## config.mk

```make
export PLATFORM = sky130hd
export DESIGN_NAME = secded_data_channel_flat
export DESIGN_NICKNAME = d
export VERILOG_FILES = /design/src/rtl/secded_data_channel_if.sv /design/src/rtl/secded_data_channel.sv /design/src/flat_wrapper.sv
export SDC_FILE = /design/constraint.sdc
export NUM_CORES = 1
export LEC_CHECK = 0
export CAP_MARGIN = 20
export CORE_ASPECT_RATIO = 0.6
export CORE_MARGIN = 4
export CORE_UTILIZATION = 45
export CTS_CLUSTER_SIZE = 24
export DETAILED_ROUTE_END_ITERATION = 8
export PLACE_DENSITY = 0.78
export SYNTH_ARGS = -nofsm -noshare
export SYNTH_HDL_FRONTEND = slang
export SYNTH_SLANG_ARGS = --single-unit
```

## constraint.sdc

```tcl
create_clock -name clk -period 2.4 [get_ports clk]
set_clock_uncertainty 0.05 [all_clocks]
set_input_delay 0.48 -clock clk [delete_from_list [all_inputs] [get_ports clk]]
set_output_delay 0.48 -clock clk [all_outputs]
set_load 0.01 [all_outputs]
```

## src/rtl/secded_data_channel_if.sv

```systemverilog
// Producer/consumer bundle for secded_data_channel: input beat, output beat,
// per-beat flags and the event counters. P and CW are derived as in the design.
interface secded_data_channel_if #(
  parameter int DATA_WIDTH  = 8,
  parameter int COUNT_WIDTH = 16
);
  function automatic int calc_p(input int dw);
    int p;
    p = 1;
    for (int i = 1; i < 8; i++)
      if ((1 << i) < dw + i + 1) p = i + 1;
    return p;
  endfunction

  localparam int P  = calc_p(DATA_WIDTH);
  localparam int CW = DATA_WIDTH + P + 1;

  logic                   in_valid;
  logic                   in_ready;
  logic [DATA_WIDTH-1:0]  in_data;
  logic [CW-1:0]          inject_mask;
  logic                   out_valid;
  logic                   out_ready;
  logic [DATA_WIDTH-1:0]  out_data;
  logic [P-1:0]           out_syndrome;
  logic                   out_corrected;
  logic                   out_uncorrectable;
  logic                   cnt_clear;
  logic [COUNT_WIDTH-1:0] corr_count;
  logic [COUNT_WIDTH-1:0] uncorr_count;

  modport master (
    output in_valid, in_data, inject_mask, out_ready, cnt_clear,
    input  in_ready, out_valid, out_data, out_syndrome, out_corrected,
           out_uncorrectable, corr_count, uncorr_count
  );

  modport slave (
    input  in_valid, in_data, inject_mask, out_ready, cnt_clear,
    output in_ready, out_valid, out_data, out_syndrome, out_corrected,
           out_uncorrectable, corr_count, uncorr_count
  );
endinterface

```

## src/rtl/secded_data_channel.sv

```systemverilog
// SECDED encode -> channel/syndrome -> decode pipeline, 3 elastic stages.
// Define SECDED_INJECT_EN to XOR bus.inject_mask into the stage-1 codeword.
module secded_data_channel #(
  parameter int DATA_WIDTH  = 8,
  parameter int COUNT_WIDTH = 16
) (
  input logic                  clk,
  input logic                  rst_n,
  secded_data_channel_if.slave bus
);
  function automatic int calc_p(input int dw);
    int p;
    p = 1;
    for (int i = 1; i < 8; i++)
      if ((1 << i) < dw + i + 1) p = i + 1;
    return p;
  endfunction

  localparam int         P    = calc_p(DATA_WIDTH);
  localparam int         CW   = DATA_WIDTH + P + 1;
  localparam logic [P:0] CW_L = CW[P:0];

  // Positions 1..CW-1 whose index has bit k set.
  function automatic logic [CW-1:1] pos_mask(input int k);
    logic [CW-1:1] m;
    m = '0;
    for (int i = 1; i < CW; i++) m[i] = ((i >> k) & 1) == 1;
    return m;
  endfunction

  logic                   r_s1_v, r_s2_v, r_s3_v;
  logic [CW-1:0]          r_s1_cw, r_s2_cw;
  logic [P-1:0]           r_s2_s, r_s3_syn;
  logic                   r_s2_p;
  logic [DATA_WIDTH-1:0]  r_s3_data;
  logic                   r_s3_corr, r_s3_unc;
  logic [COUNT_WIDTH-1:0] r_corr_cnt, r_unc_cnt;

  logic [CW-1:1]          w_dat, w_body;
  logic [P-1:0]           w_chk, w_syn;
  logic                   w_par;
  logic [CW-1:0]          w_cw, w_s1_d;
  logic [DATA_WIDTH-1:0]  w_raw, w_flip, w_dec;
  logic                   w_in_range, w_corr, w_unc, w_fire;
  logic                   w_en1, w_en2, w_en3;

  for (genvar i = 1; i < CW; i++) begin : g_pos
    localparam int I = i;
    if ((i & (i - 1)) == 0) begin : g_chk
      assign w_dat[i]  = 1'b0;
      assign w_body[i] = w_chk[$clog2(i)];
    end else begin : g_data
      localparam int DI = i - 1 - $clog2(i + 1);
      assign w_dat[i]   = bus.in_data[DI];
      assign w_body[i]  = bus.in_data[DI];
      assign w_raw[DI]  = r_s2_cw[i];
      assign w_flip[DI] = r_s2_p && (r_s2_s == I[P-1:0]);
    end
  end

  for (genvar k = 0; k < P; k++) begin : g_bit
    localparam logic [CW-1:1] PM = pos_mask(k);
    assign w_chk[k] = ^(w_dat & PM);
    assign w_syn[k] = ^(r_s1_cw[CW-1:1] & PM);
  end

  assign w_par = ^w_body;
  assign w_cw  = {w_body, w_par};

`ifdef SECDED_INJECT_EN
  assign w_s1_d = w_cw ^ bus.inject_mask;
`else
  logic w_unused_mask;
  assign w_unused_mask = ^bus.inject_mask;
  assign w_s1_d        = w_cw;
`endif

  // A syndrome past the last position can only come from a multi-bit error.
  assign w_in_range = {1'b0, r_s2_s} < CW_L;
  assign w_corr     = r_s2_p && w_in_range;
  assign w_unc      = r_s2_p ? !w_in_range : (r_s2_s != '0);
  assign w_dec      = w_raw ^ w_flip;

  assign w_en3 = !r_s3_v || bus.out_ready;
  assign w_en2 = !r_s2_v || w_en3;
  assign w_en1 = !r_s1_v || w_en2;
  assign w_fire = r_s3_v && bus.out_ready;

  always_ff @(posedge clk or negedge rst_n) begin
    if (!rst_n) begin
      r_s1_v    <= 1'b0;
      r_s2_v    <= 1'b0;
      r_s3_v    <= 1'b0;
      r_s1_cw   <= '0;
      r_s2_cw   <= '0;
      r_s2_s    <= '0;
      r_s2_p    <= 1'b0;
      r_s3_data <= '0;
      r_s3_syn  <= '0;
      r_s3_corr <= 1'b0;
      r_s3_unc  <= 1'b0;
    end else begin
      if (w_en1) begin
        r_s1_v  <= bus.in_valid;
        r_s1_cw <= w_s1_d;
      end
      if (w_en2) begin
        r_s2_v  <= r_s1_v;
        r_s2_cw <= r_s1_cw;
        r_s2_s  <= w_syn;
        r_s2_p  <= ^r_s1_cw;
      end
      if (w_en3) begin
        r_s3_v    <= r_s2_v;
        r_s3_data <= w_dec;
        r_s3_syn  <= r_s2_s;
        r_s3_corr <= w_corr;
        r_s3_unc  <= w_unc;
      end
    end
  end

  always_ff @(posedge clk or negedge rst_n) begin
    if (!rst_n) begin
      r_corr_cnt <= '0;
      r_unc_cnt  <= '0;
    end else if (bus.cnt_clear) begin
      r_corr_cnt <= '0;
      r_unc_cnt  <= '0;
    end else begin
      if (w_fire && r_s3_corr && r_corr_cnt != '1)
        r_corr_cnt <= r_corr_cnt + {{(COUNT_WIDTH-1){1'b0}}, 1'b1};
      if (w_fire && r_s3_unc && r_unc_cnt != '1)
        r_unc_cnt <= r_unc_cnt + {{(COUNT_WIDTH-1){1'b0}}, 1'b1};
    end
  end

  assign bus.in_ready          = w_en1;
  assign bus.out_valid         = r_s3_v;
  assign bus.out_data          = r_s3_v ? r_s3_data : '0;
  assign bus.out_syndrome      = r_s3_v ? r_s3_syn  : '0;
  assign bus.out_corrected     = r_s3_v && r_s3_corr;
  assign bus.out_uncorrectable = r_s3_v && r_s3_unc;
  assign bus.corr_count        = r_corr_cnt;
  assign bus.uncorr_count      = r_unc_cnt;
endmodule
```

## src/flat_wrapper.sv

```systemverilog
// flat-port wrapper written by rule: the top's interface ports become plain ports
module secded_data_channel_flat 
#(
  parameter int DATA_WIDTH  = 8,
  parameter int COUNT_WIDTH = 16
)
  (clk, rst_n, bus_in_valid, bus_in_data, bus_inject_mask, bus_out_ready, bus_cnt_clear, bus_in_ready, bus_out_valid, bus_out_data, bus_out_syndrome, bus_out_corrected, bus_out_uncorrectable, bus_corr_count, bus_uncorr_count);
  secded_data_channel_if #(.DATA_WIDTH(DATA_WIDTH), .COUNT_WIDTH(COUNT_WIDTH)) bus_i ();
  input logic clk;
  input logic rst_n;
  input wire logic [$bits(bus_i.in_valid)-1:0] bus_in_valid;
  input wire logic [$bits(bus_i.in_data)-1:0] bus_in_data;
  input wire logic [$bits(bus_i.inject_mask)-1:0] bus_inject_mask;
  input wire logic [$bits(bus_i.out_ready)-1:0] bus_out_ready;
  input wire logic [$bits(bus_i.cnt_clear)-1:0] bus_cnt_clear;
  output wire logic [$bits(bus_i.in_ready)-1:0] bus_in_ready;
  output wire logic [$bits(bus_i.out_valid)-1:0] bus_out_valid;
  output wire logic [$bits(bus_i.out_data)-1:0] bus_out_data;
  output wire logic [$bits(bus_i.out_syndrome)-1:0] bus_out_syndrome;
  output wire logic [$bits(bus_i.out_corrected)-1:0] bus_out_corrected;
  output wire logic [$bits(bus_i.out_uncorrectable)-1:0] bus_out_uncorrectable;
  output wire logic [$bits(bus_i.corr_count)-1:0] bus_corr_count;
  output wire logic [$bits(bus_i.uncorr_count)-1:0] bus_uncorr_count;
  assign bus_i.in_valid = bus_in_valid;
  assign bus_i.in_data = bus_in_data;
  assign bus_i.inject_mask = bus_inject_mask;
  assign bus_i.out_ready = bus_out_ready;
  assign bus_i.cnt_clear = bus_cnt_clear;
  assign bus_in_ready = bus_i.in_ready;
  assign bus_out_valid = bus_i.out_valid;
  assign bus_out_data = bus_i.out_data;
  assign bus_out_syndrome = bus_i.out_syndrome;
  assign bus_out_corrected = bus_i.out_corrected;
  assign bus_out_uncorrectable = bus_i.out_uncorrectable;
  assign bus_corr_count = bus_i.corr_count;
  assign bus_uncorr_count = bus_i.uncorr_count;
  secded_data_channel #(.DATA_WIDTH(DATA_WIDTH), .COUNT_WIDTH(COUNT_WIDTH)) u_core (.clk(clk), .rst_n(rst_n), .bus(bus_i));
endmodule
```

==> metrics.txt <==
# TYPE chip_impl_metric gauge
chip_impl_info{name="reg2reg_to",value="u_core.bus.uncorr_count[15]"} 1
chip_impl_metric{name="post_synth_inst_count",unit=""} 404
chip_impl_metric{name="synth.cell_area",unit="µm²"} 3933
chip_impl_metric{name="power-per-cell-area",unit="nW/µm²"} 798.1
chip_impl_info{name="regToRegStartpoint",value="u_core.bus.uncorr_count[3]"} 1
chip_impl_metric{name="first_iter_violations",unit=""} 224
chip_impl_metric{name="finalWeightedCongestion",unit=""} 0.8565
chip_impl_metric{name="final-max-slew-violation-count",unit=""} 0
chip_impl_metric{name="via_count_of_the_first_global_routing_pass",unit=""} 3113
chip_impl_metric{name="detail-route-antenna-nets",unit=""} 0
chip_impl_metric{name="die_height",unit="µm"} 80.41
chip_impl_metric{name="number_of_enable_flip_flop_cells_after_synthesis",unit=""} 0
chip_impl_metric{name="dp.cells",unit=""} 577
chip_impl_metric{name="groute.usage.overall",unit="%"} 18.76
chip_impl_metric{name="irDropWorstVdd",unit="µV"} 595.6
chip_impl_metric{name="start_util",unit="%"} 46.14
chip_impl_info{name="cp-end-kind",value="output port"} 1
chip_impl_metric{name="grt_antenna_before_repair",unit=""} 0
chip_impl_info{name="worstSetupStartpointType",value="input pin"} 1
chip_impl_metric{name="dpl_cell_area",unit="µm²"} 4763
chip_impl_metric{name="timing.final.setup_violations",unit=""} 0
chip_impl_metric{name="ys_async_sr_fraction",unit="%"} 100.0
chip_impl_metric{name="power.leakage",unit="nW"} 1.984
chip_impl_metric{name="core.rowCount",unit=""} 26
chip_impl_info{name="most_instantiated_library_cell_after_synthesis",value="sky130_fd_sc_hd__dfrtp_1"} 1
chip_impl_metric{name="clk_path_buf_depth",unit=""} 2
chip_impl_metric{name="route.detailed.wl_per_inst",unit="µm"} 15.47
chip_impl_info{name="tritoncts_clock_tree",value="built"} 1
chip_impl_metric{name="routed_wl",unit="µm"} 9191
chip_impl_metric{name="antenna_cells_inserted",unit=""} 0
chip_impl_info{name="clock-root-buffer",value="sky130_fd_sc_hd__clkbuf_16"} 1
chip_impl_metric{name="dpl.hpwl",unit="µm"} 6663
chip_impl_metric{name="timing.max_slew.rel_slack",unit="%"} 61.05
chip_impl_metric{name="number_of_flip_flops_and_latches_in_the_synthesized_netlist",unit=""} 75
chip_impl_metric{name="synth_sequential_area_ratio",unit="%"} 47.73
chip_impl_metric{name="tightest_slew",unit="ns"} 0.5789
chip_impl_info{name="path_cells",value="dlygate4sd2_1 -> nor2b_1 -> and3_1 -> inv_1 -> clkdlybuf4s50_1"} 1
chip_impl_metric{name="cts_made_buffers",unit=""} 9
chip_impl_metric{name="cts.htree.levels",unit=""} 3
chip_impl_metric{name="design.die.area",unit="µm²"} 10350
chip_impl_metric{name="syn2layout_area_growth",unit="%"} 28.16
chip_impl_info{name="synth_top_area_cell",value="sky130_fd_sc_hd__dfrtp_1"} 1
chip_impl_info{name="outcome",value="completed"} 1
chip_impl_metric{name="global_route_wire_length_before_repair",unit="µm"} 15320
chip_impl_metric{name="layout_worst_path_cycle_share",unit="%"} 96.33
chip_impl_info{name="synth.area.top_cells",value="sky130_fd_sc_hd__dfrtp_1 (48%), sky130_fd_sc_hd__xnor2_1 (6.0%), sky130_fd_sc_hd__nand2_1 (4.8%)"} 1
chip_impl_metric{name="avgSynthCellArea",unit="µm²"} 9.734
chip_impl_metric{name="cpPeakStageDelay",unit="ns"} 0.48
chip_impl_info{name="timing.setup.critical_path_class",value="input pin to output port"} 1
chip_impl_metric{name="dr_drc_count",unit=""} 0
chip_impl_metric{name="crit_arrival",unit="ns"} 1.78
chip_impl_metric{name="detailedRoute.firstPassIterationCount",unit=""} 5
chip_impl_metric{name="hold_violations",unit=""} 0
chip_impl_metric{name="cp_data_required_time",unit="ns"} 1.87
chip_impl_metric{name="cts.sinks",unit=""} 75
chip_impl_metric{name="pin_count_of_the_biggest_net_entering_global_routing",unit=""} 39
chip_impl_metric{name="setup_tns",unit="ns"} 0
chip_impl_metric{name="ff2ff_path_depth",unit=""} 4
chip_impl_metric{name="final_nets",unit=""} 506
chip_impl_metric{name="grt_remaining_overflow",unit=""} 0
chip_impl_info{name="synth_flop_cell",value="sky130_fd_sc_hd__dfrtp_1"} 1
chip_impl_metric{name="netlist.area_leader.share",unit="%"} 47.73
chip_impl_metric{name="layout.cell_area.non_filler",unit="µm²"} 5040
chip_impl_metric{name="max_cap_violations",unit=""} 0
chip_impl_metric{name="cts.clk_slew.worst_paths",unit="ns"} 0.05
chip_impl_metric{name="top_level_pins",unit=""} 74
chip_impl_metric{name="crit_path_max_fanout",unit=""} 5
chip_impl_info{name="cp_top_family",value="buffers and inverters"} 1
chip_impl_metric{name="detail_route.vias_per_cell",unit=""} 5.532
chip_impl_metric{name="number_of_buffer_cells_added_on_primary_ports",unit=""} 60
chip_impl_metric{name="reg2reg_setup_slack",unit="ns"} 0.33
chip_impl_metric{name="max_clock_freq",unit="GHz"} 0.4325
chip_impl_metric{name="design.core.area",unit="µm²"} 8523
chip_impl_metric{name="netlist-cell-type-count",unit=""} 36
chip_impl_info{name="synth_top_cells_by_count",value="sky130_fd_sc_hd__dfrtp_1 (75), sky130_fd_sc_hd__nand2_1 (50), sky130_fd_sc_hd__a21oi_1 (34), sky130_fd_sc_hd__xnor2_1 (27), sky130_fd_sc_hd__o21ai_0 (25)"} 1
chip_impl_metric{name="net_count_of_the_mapped_netlist",unit=""} 432
chip_impl_metric{name="vias",unit=""} 3286
chip_impl_info{name="critical_path.slowest_cell",value="sky130_fd_sc_hd__clkdlybuf4s50_1"} 1
chip_impl_metric{name="critical_path.n_buffers_inverters",unit=""} 3
chip_impl_info{name="grt_setup_unrepaired",value="no"} 1
chip_impl_metric{name="die_w",unit="µm"} 128.7
chip_impl_metric{name="fin_util",unit="%"} 59.13
chip_impl_metric{name="final_cell_count_no_fill",unit=""} 594
chip_impl_metric{name="yosys_warnings",unit=""} 0
chip_impl_metric{name="share_of_layout_cells_above_drive_strength_1",unit="%"} 11.83
chip_impl_info{name="hp-class",value="input pin to async pin"} 1
chip_impl_metric{name="insertion_delay",unit="ns"} 0.34
chip_impl_metric{name="final.min_clock_period",unit="ns"} 2.312
[cell type report]
| class | instances | area, µm² |
|---|---|---|
| Timing Repair Buffer | 81 | 767.0 |
| Sequential cell | 75 | 1878 |
| Fill cell | 732 | 3483 |
| Clock buffer | 12 | 246.5 |
| Inverter | 12 | 45.04 |
| Tap cell | 112 | 140.1 |
| Multi-Input combinational cell | 299 | 1948 |
| Clock inverter | 3 | 15.01 |
[worst max path at each step]
stage | from | endpoint | depth (start not counted)
floorplan | u_core.bus.out_valid | bus_in_ready | 6
global placement | bus_out_ready | bus_in_ready | 5
detailed placement | bus_out_ready | bus_in_ready | 5
CTS | u_core.bus.out_valid | bus_in_ready | 4
global route | bus_out_ready | bus_in_ready | 5
finish | bus_out_ready | bus_in_ready | 5
[registers in the layout, summed over array words and instances, names as in the netlist]
name / cells
u_core.bus.corr_count: 16
u_core.bus.out_valid: 1
u_core.bus.uncorr_count: 16
u_core.r_s1_cw: 13
u_core.r_s1_v: 1
u_core.r_s2_cw: 8
u_core.r_s2_p: 1
u_core.r_s2_s: 4
u_core.r_s2_v: 1
u_core.r_s3_corr: 1
u_core.r_s3_data: 8
u_core.r_s3_syn: 4
u_core.r_s3_unc: 1
[where the power goes]
part	internal (mW)	leakage, nW	total [mW]	switching, mW
clock	0.717	0.132	1.22	0.498
sequential	1.48	0.950	1.68	0.202
combinational	0.632	0.902	1.12	0.492
[cells by family after synthesis]
kind of cell,after synthesis,share of synthesized area (%)
flops,75,47.73
xor+xnor,39,10.09
fa+ha+maj,2,0.6362
compound gates,82,11.90
buf+inv,30,2.895
mux,15,4.263
simple gates,161,22.49
[timing repair]
item / CTS / global route
resized for setup: 2 / 0
cloned: 0 / 0
pin swaps: 0 / 0
endpoints found under the setup margin: 1 / 1
hold buffers: 0 / 0
setup buffers: 0 / 2
[metal layers]
layer / wire, µm / vias up / GRT usage (%) / part of all wire (%)
li1: - / 1589 / - / -
met1: 4538 / 1600 / 26.82 / 49
met2: 4020 / 89 / 27.43 / 44
met3: 553 / 8 / 5.980 / 6.0
met4: 78 / 0 / 5.031 / 0.85
met5: 0 / - / 0 / 0
[cell usage in the layout (no fill, tap or decap), types with 2 or more instances in the layout]
cell type	instances
sky130_fd_sc_hd__nand4_1	9
sky130_fd_sc_hd__clkdlybuf4s50_1	58
sky130_fd_sc_hd__nor4_1	5
sky130_fd_sc_hd__or2_2	2
sky130_fd_sc_hd__and2_1	14
sky130_fd_sc_hd__and3_1	4
sky130_fd_sc_hd__clkbuf_16	9
sky130_fd_sc_hd__buf_4	21
sky130_fd_sc_hd__nor2b_1	2
sky130_fd_sc_hd__or4_1	20
sky130_fd_sc_hd__xor2_1	8
sky130_fd_sc_hd__nand3_1	12
sky130_fd_sc_hd__dfrtp_1	74
sky130_fd_sc_hd__nor3_1	3
sky130_fd_sc_hd__a21oi_1	34
sky130_fd_sc_hd__xnor3_1	4
sky130_fd_sc_hd__inv_1	12
sky130_fd_sc_hd__o31ai_1	20
sky130_fd_sc_hd__nand3b_1	4
sky130_fd_sc_hd__mux2_2	14
sky130_fd_sc_hd__ha_1	2
sky130_fd_sc_hd__or3_1	11
sky130_fd_sc_hd__nand2b_1	4
sky130_fd_sc_hd__nand2_1	50
sky130_fd_sc_hd__a211oi_1	2
sky130_fd_sc_hd__xnor2_1	27
sky130_fd_sc_hd__o21ai_0	25
sky130_fd_sc_hd__nor2_1	13
sky130_fd_sc_hd__clkbuf_1	2
sky130_fd_sc_hd__clkinv_2	3
sky130_fd_sc_hd__nand4_2	2
[metrics by stage]
step	hold slack (ns)	power [mW]	setup slack [ns]
3_3_place_gp	0.3961	2.795	-0.1604
5_1_grt	0.1089	4.253	0.01992
2_1_floorplan	0.1344	2.384	0.3160
4_1_cts	0.08028	4.061	0.009227
3_5_place_dp	0.4065	2.824	-0.1491
6_report	0.07099	4.022	0.08798
(Power assumes the default switching activity.)
